[config.mk]
export PLATFORM = sky130hd
export DESIGN_NAME = neuron_mac_seq
export DESIGN_NICKNAME = d
export VERILOG_FILES = /design/src/rtl/neuron_mac_seq.sv
export SDC_FILE = /design/constraint.sdc
export NUM_CORES = 1
export LEC_CHECK = 0
export BUFFER_PORTS_ARGS = -buffer_cell sky130_fd_sc_hd__buf_2
export CORE_MARGIN = 2
export CORE_UTILIZATION = 61
export DETAILED_ROUTE_END_ITERATION = 10
export GPL_TIMING_DRIVEN = 0
export PLACE_DENSITY_LB_ADDON = 0.1
export SYNTH_ARGS = -nofsm -noshare
export SYNTH_HDL_FRONTEND = slang
export SYNTH_SLANG_ARGS = --single-unit
[constraint.sdc]
create_clock -name clk -period 4.79 [get_ports clk]
set_input_delay 0.479 -clock clk [delete_from_list [all_inputs] [get_ports clk]]
set_output_delay 0.479 -clock clk [all_outputs]
set_load 0.1 [all_outputs]
[src/rtl/neuron_mac_seq.sv]
// Single-neuron unsigned dot-product sequencer: operand buffer, 4x4 multiply, 10-bit accumulate.
// Optional build macro MAC_SAT_EN clamps the accumulator at 1023 instead of wrapping.
module neuron_mac_seq #(
    parameter int DEPTH = 8,
    parameter int AW    = 3,
    parameter int LW    = 4
) (
    input  logic          clk,
    input  logic          rst,
    input  logic          wr_en,
    input  logic [AW-1:0] wr_addr,
    input  logic [3:0]    wr_a,
    input  logic [3:0]    wr_b,
    input  logic [LW-1:0] len,
    input  logic          start,
    output logic          busy,
    output logic          out_valid,
    input  logic          out_ready,
    output logic [9:0]    result
);

    typedef enum logic [1:0] {IDLE, CLEAR, RUN, HOLD} state_t;

    state_t        state, state_nx;
    logic [3:0]    a_mem [DEPTH];
    logic [3:0]    b_mem [DEPTH];
    logic [LW-1:0] count;
    logic [AW-1:0] idx;
    logic [9:0]    acc, acc_nx;
    logic [7:0]    prod;
    logic          last;

    assign prod   = {4'b0, a_mem[idx]} * {4'b0, b_mem[idx]};
    assign last   = (LW'(idx) == count - LW'(1));
    assign result = acc;

`ifdef MAC_SAT_EN
    logic [10:0] sum;
    assign sum    = {1'b0, acc} + {3'b0, prod};
    assign acc_nx = sum[10] ? '1 : sum[9:0];
`else
    assign acc_nx = acc + {2'b0, prod};
`endif

    always_comb begin
        state_nx  = state;
        busy      = (state != IDLE);
        out_valid = (state == HOLD);
        case (state)
            IDLE:    if (start) state_nx = CLEAR;
            CLEAR:   state_nx = (count == '0) ? HOLD : RUN;
            RUN:     if (last) state_nx = HOLD;
            HOLD:    if (out_ready) state_nx = IDLE;
            default: state_nx = IDLE;
        endcase
    end

    always_ff @(posedge clk) begin
        if (rst) begin
            state <= IDLE;
            acc   <= '0;
            idx   <= '0;
            count <= '0;
            for (int unsigned i = 0; i < DEPTH; i++) begin
                a_mem[i] <= '0;
                b_mem[i] <= '0;
            end
        end else begin
            state <= state_nx;
            case (state)
                IDLE: begin
                    if (wr_en) begin
                        a_mem[wr_addr] <= wr_a;
                        b_mem[wr_addr] <= wr_b;
                    end
                    if (start)
                        count <= (len > LW'(DEPTH)) ? LW'(DEPTH) : len;
                end
                CLEAR: begin
                    acc <= '0;
                    idx <= '0;
                end
                RUN: begin
                    acc <= acc_nx;
                    idx <= idx + AW'(1);
                end
                default: ;
            endcase
        end
    end

endmodule

==> qor.csv <==
stage;metric;value;unit
synth;number of warnings issued by yosys;0;
cts;CTS H-tree lvls;3;
sta;final sum of negative setup slack;0;ps
detailed_routing;First-pass DRT Iterations;4;
final_layout;diode count;0;
synth;Cell Area, Synth;4770;sq um
power_and_ir_drop;Max rail drop VDD;0.000256;V
cts;hold buffer count at CTS;0;
sta;maximum frequency from static timing analysis;0.220;GHz
setup_path;worst-path fanout max;10;
final_layout;most common cell after layout, fill and taps aside;and2_1;
sta;number of failing hold endpoints at the final stage;0;
detailed_routing;detail-routed via count per cell;5.55;
synth;top post-synthesis cells by area;edfxtp_1, dfxtp_1, and2_1, ha_1, mux4_2;
setup_path;CP Cell Sequence;buf_6, buf_12, mux4_2, mux2i_4, or2_1, fa_1, fa_1, fa_1, inv_1, ha_1, nand3_1, a31oi_1, o211ai_1, and4_1, o31a_1;
final_layout;fraction of layout cells with a size suffix above 1;17.1;%
detailed_routing;antenna violation net count after detailed routing;0;
power_and_ir_drop;static leakage;2.11;nW
setup_path;Critical Path Source Type;flop;
cts;Worst-Skew Late Latency;360;ps
synth;flops & latches, synth;86;
setup_path;critical path class;reg -> reg;
synth;count of distinct cell types in the synthesized netlist;48;
setup_path;peak per-stage delay on the critical path;560;ps
synth;share of synthesized flip-flops with an asynchronous set or reset;0;%
cts;CTS clk-pin slew, worst paths;90;ps
synth;fraction of post-synthesis cell area in the top cell type by area;40.3;%
floorplan;I/O pin total;32;
sta;setup skew after layout;5.64;ps
synth;synthesized netlist cell count;385;
sta;time the final worst path needs with I/O delays and setup;4550;ps
grt;antenna violations before repair;0;
setup_path;arrival time of the worst setup path;4800;ps
synth;Net Count, Synth;439;
sta;post-route fraction of the period consumed by the critical path;95.0;%
floorplan;DIE AREA;8550;sq um
sta;worst slew margin relative to its limit;10.3;%
cts;clock tree from TritonCTS;built;
final_layout;Layout Cells excl Fill;535;
detailed_routing;sum of routed wire length over all layers;9090;um
job;max_cap viols;0;
detailed_routing;routed len/inst;17.0;um
synth;sequential element share of the synthesized area;49.5;%
synth;number of synthesized flops with an enable pin;64;
setup_path;most repeated library cell on the critical path;fa_1;
sta;slew at the pin closest to its max-slew limit;1330;ps
cts;total of cells resized after clock tree synthesis;0;
setup_path;Register-to-Register Path Depth;15;
setup_path;gate family responsible for the most delay along the worst path;adder cells;
synth;top flip-flop cell by instance count after synthesis;edfxtp_1;
run_status;status;completed;
cts;number of post-CTS setup repair buffers;0;
placed_design;cell count after placement;518;
synth;mean post-synth cell area;12.4;sq um
grt;first-pass GRT wire length;14600;um
min_path;worst min-delay path startpoint;len[3];
placed_design;# port buffers;31;
synth;dominant cell type by area after synthesis;edfxtp_1;
floorplan;Placement Rows;32;
placed_design;hpwl dp;6620;um
sta;RSZ-0062 raised after global routing;no;
final_layout;final layout net count;482;
power_and_ir_drop;cell area power density;362;nW/um^2
sta;count of pins over their slew limit;0;
grt;pin count of the biggest net entering global routing;16;
grt;grt ovf;0;
setup_path;Worst Path Required;5050;ps
setup_path;slack of the worst reg-to-reg path;240;ps
final_layout;leading cell types in the layout, fill and taps excluded;and2_1, edfxtp_1, buf_2;
setup_path;combined buffer and inverter count along the critical path;3;
grt;Tot GR Track Use;23.4;%
floorplan;Initial Utilization;62.4;%
placed_design;routability congestion estimate;0.836;
floorplan;y dimension of the die;92.5;um
cts;Clock Sink Count;86;
cts;root buffer cell;clkbuf_8;
floorplan;floorplan die width;92.5;um
grt;number of global-route vias before repair;2933;
floorplan;Core ar.;7650;sq um
detailed_routing;vias;2971;
setup_path;critical register-to-register path endpoint;result[9];
sta;setup violation total in the final timing report;0;
detailed_routing;count of routing violations after the opening detailed-route iteration;142;
min_path;min-delay worst type;in -> reg;
detailed_routing;DRC violation count after routing;0;
setup_path;crit path capture type;flop;
cts;number of clock buffers inserted by TritonCTS;9;
cts;Clock Path Buffers;2;
min_path;cell depth of the worst hold path;3;
min_path;WHS Endpoint;count[3];
setup_path;critical-path cell with the highest stage delay;mux4_2;
final_layout;Layout area overhead;10.2;%
[state kept, by name, indices dropped and copies added, names as in the netlist, named ones only]
| register | flops |
|---|---|
| idx | 3 |
| state | 2 |
| count | 4 |
| a_mem | 32 |
| result | 10 |
| b_mem | 32 |
[area by class of cell]
cell class              instances  area (sq um)
plain buffers                  10          68.8
repair buffers                 32           160
multi-input cells             260          2230
fillers                       571          2390
flip-flops and latches         86          2360
well taps                     102           128
inverters                      29           109
clock buffers                  10           128
clock inverters                 6          70.1
[metal layers]
layer | vias to the layer above | share of wire, % | GRT usage [%]
met5 | - | 0 | 0
met1 | 1421 | 42 | 28.8
met2 | 64 | 51 | 39.2
met3 | 13 | 3.8 | 4.72
li1 | 1473 | - | -
met4 | 0 | 2.8 | 12.2
[per-stage QoR]
step / utilization (%) / hold WS, ps / power, mW / setup slack [ps] / instance area [sq um]
after floorplan: - / 462 / 1.28 / 630 / 4770
after global placement: 66.1 / 466 / 1.39 / 291 / 5050
after detailed placement: 66.1 / 480 / 1.40 / 246 / 5050
after CTS: 68.7 / 384 / 1.91 / 220 / 5250
after global routing: 68.8 / 415 / 1.99 / 25.3 / 5260
final: 68.8 / 400 / 1.90 / 242 / 5260
[synthesized netlist by cell type, types with 4 or more instances]
cell type / n
and2_1: 65
nor2_1: 34
xnor2_1: 5
mux4_1: 6
mux4_2: 10
or2_1: 5
dfxtp_1: 22
o21ai_0: 13
nand3_1: 4
clkbuf_1: 4
nand2b_1: 5
nand2_1: 9
edfxtp_1: 64
fa_1: 9
nor2b_1: 7
inv_1: 29
nor3b_1: 4
ha_1: 25
mux2i_4: 6
a21oi_1: 16
[worst max-delay path by stage]
stage / start / endpoint / slack (ps) / depth (start not counted)
2_1_floorplan: flop / result[9] / 630 / 15
5_1_grt: flop / result[9] / 30 / 15
3_5_place_dp: flop / result[9] / 250 / 15
4_1_cts: flop / result[9] / 220 / 15
6_report: flop / result[9] / 240 / 15
3_3_place_gp: flop / result[9] / 290 / 15
[report_power, final]
part           total [mW]  internal [mW]  switching, mW
Clock               0.518          0.244          0.274
Combinational       0.516          0.179          0.337
Sequential          0.870          0.847         0.0230
Total                1.90           1.27          0.634
[cells by family after synthesis]
logic type | Yosys count | synth area share, %
fa+ha+maj | 34 | 10.3
compound gates | 45 | 5.79
simple gates | 148 | 17.6
xor+xnor | 7 | 1.28
buf+inv | 39 | 3.72
mux | 26 | 11.7
flops | 86 | 49.5
[worst min-delay path, cell delays in order]
cell and delay, ps:
buf_2 120, nand3_1 60, a21oi_1 50
No activity file was read; power rests on OpenSTA's default activity.
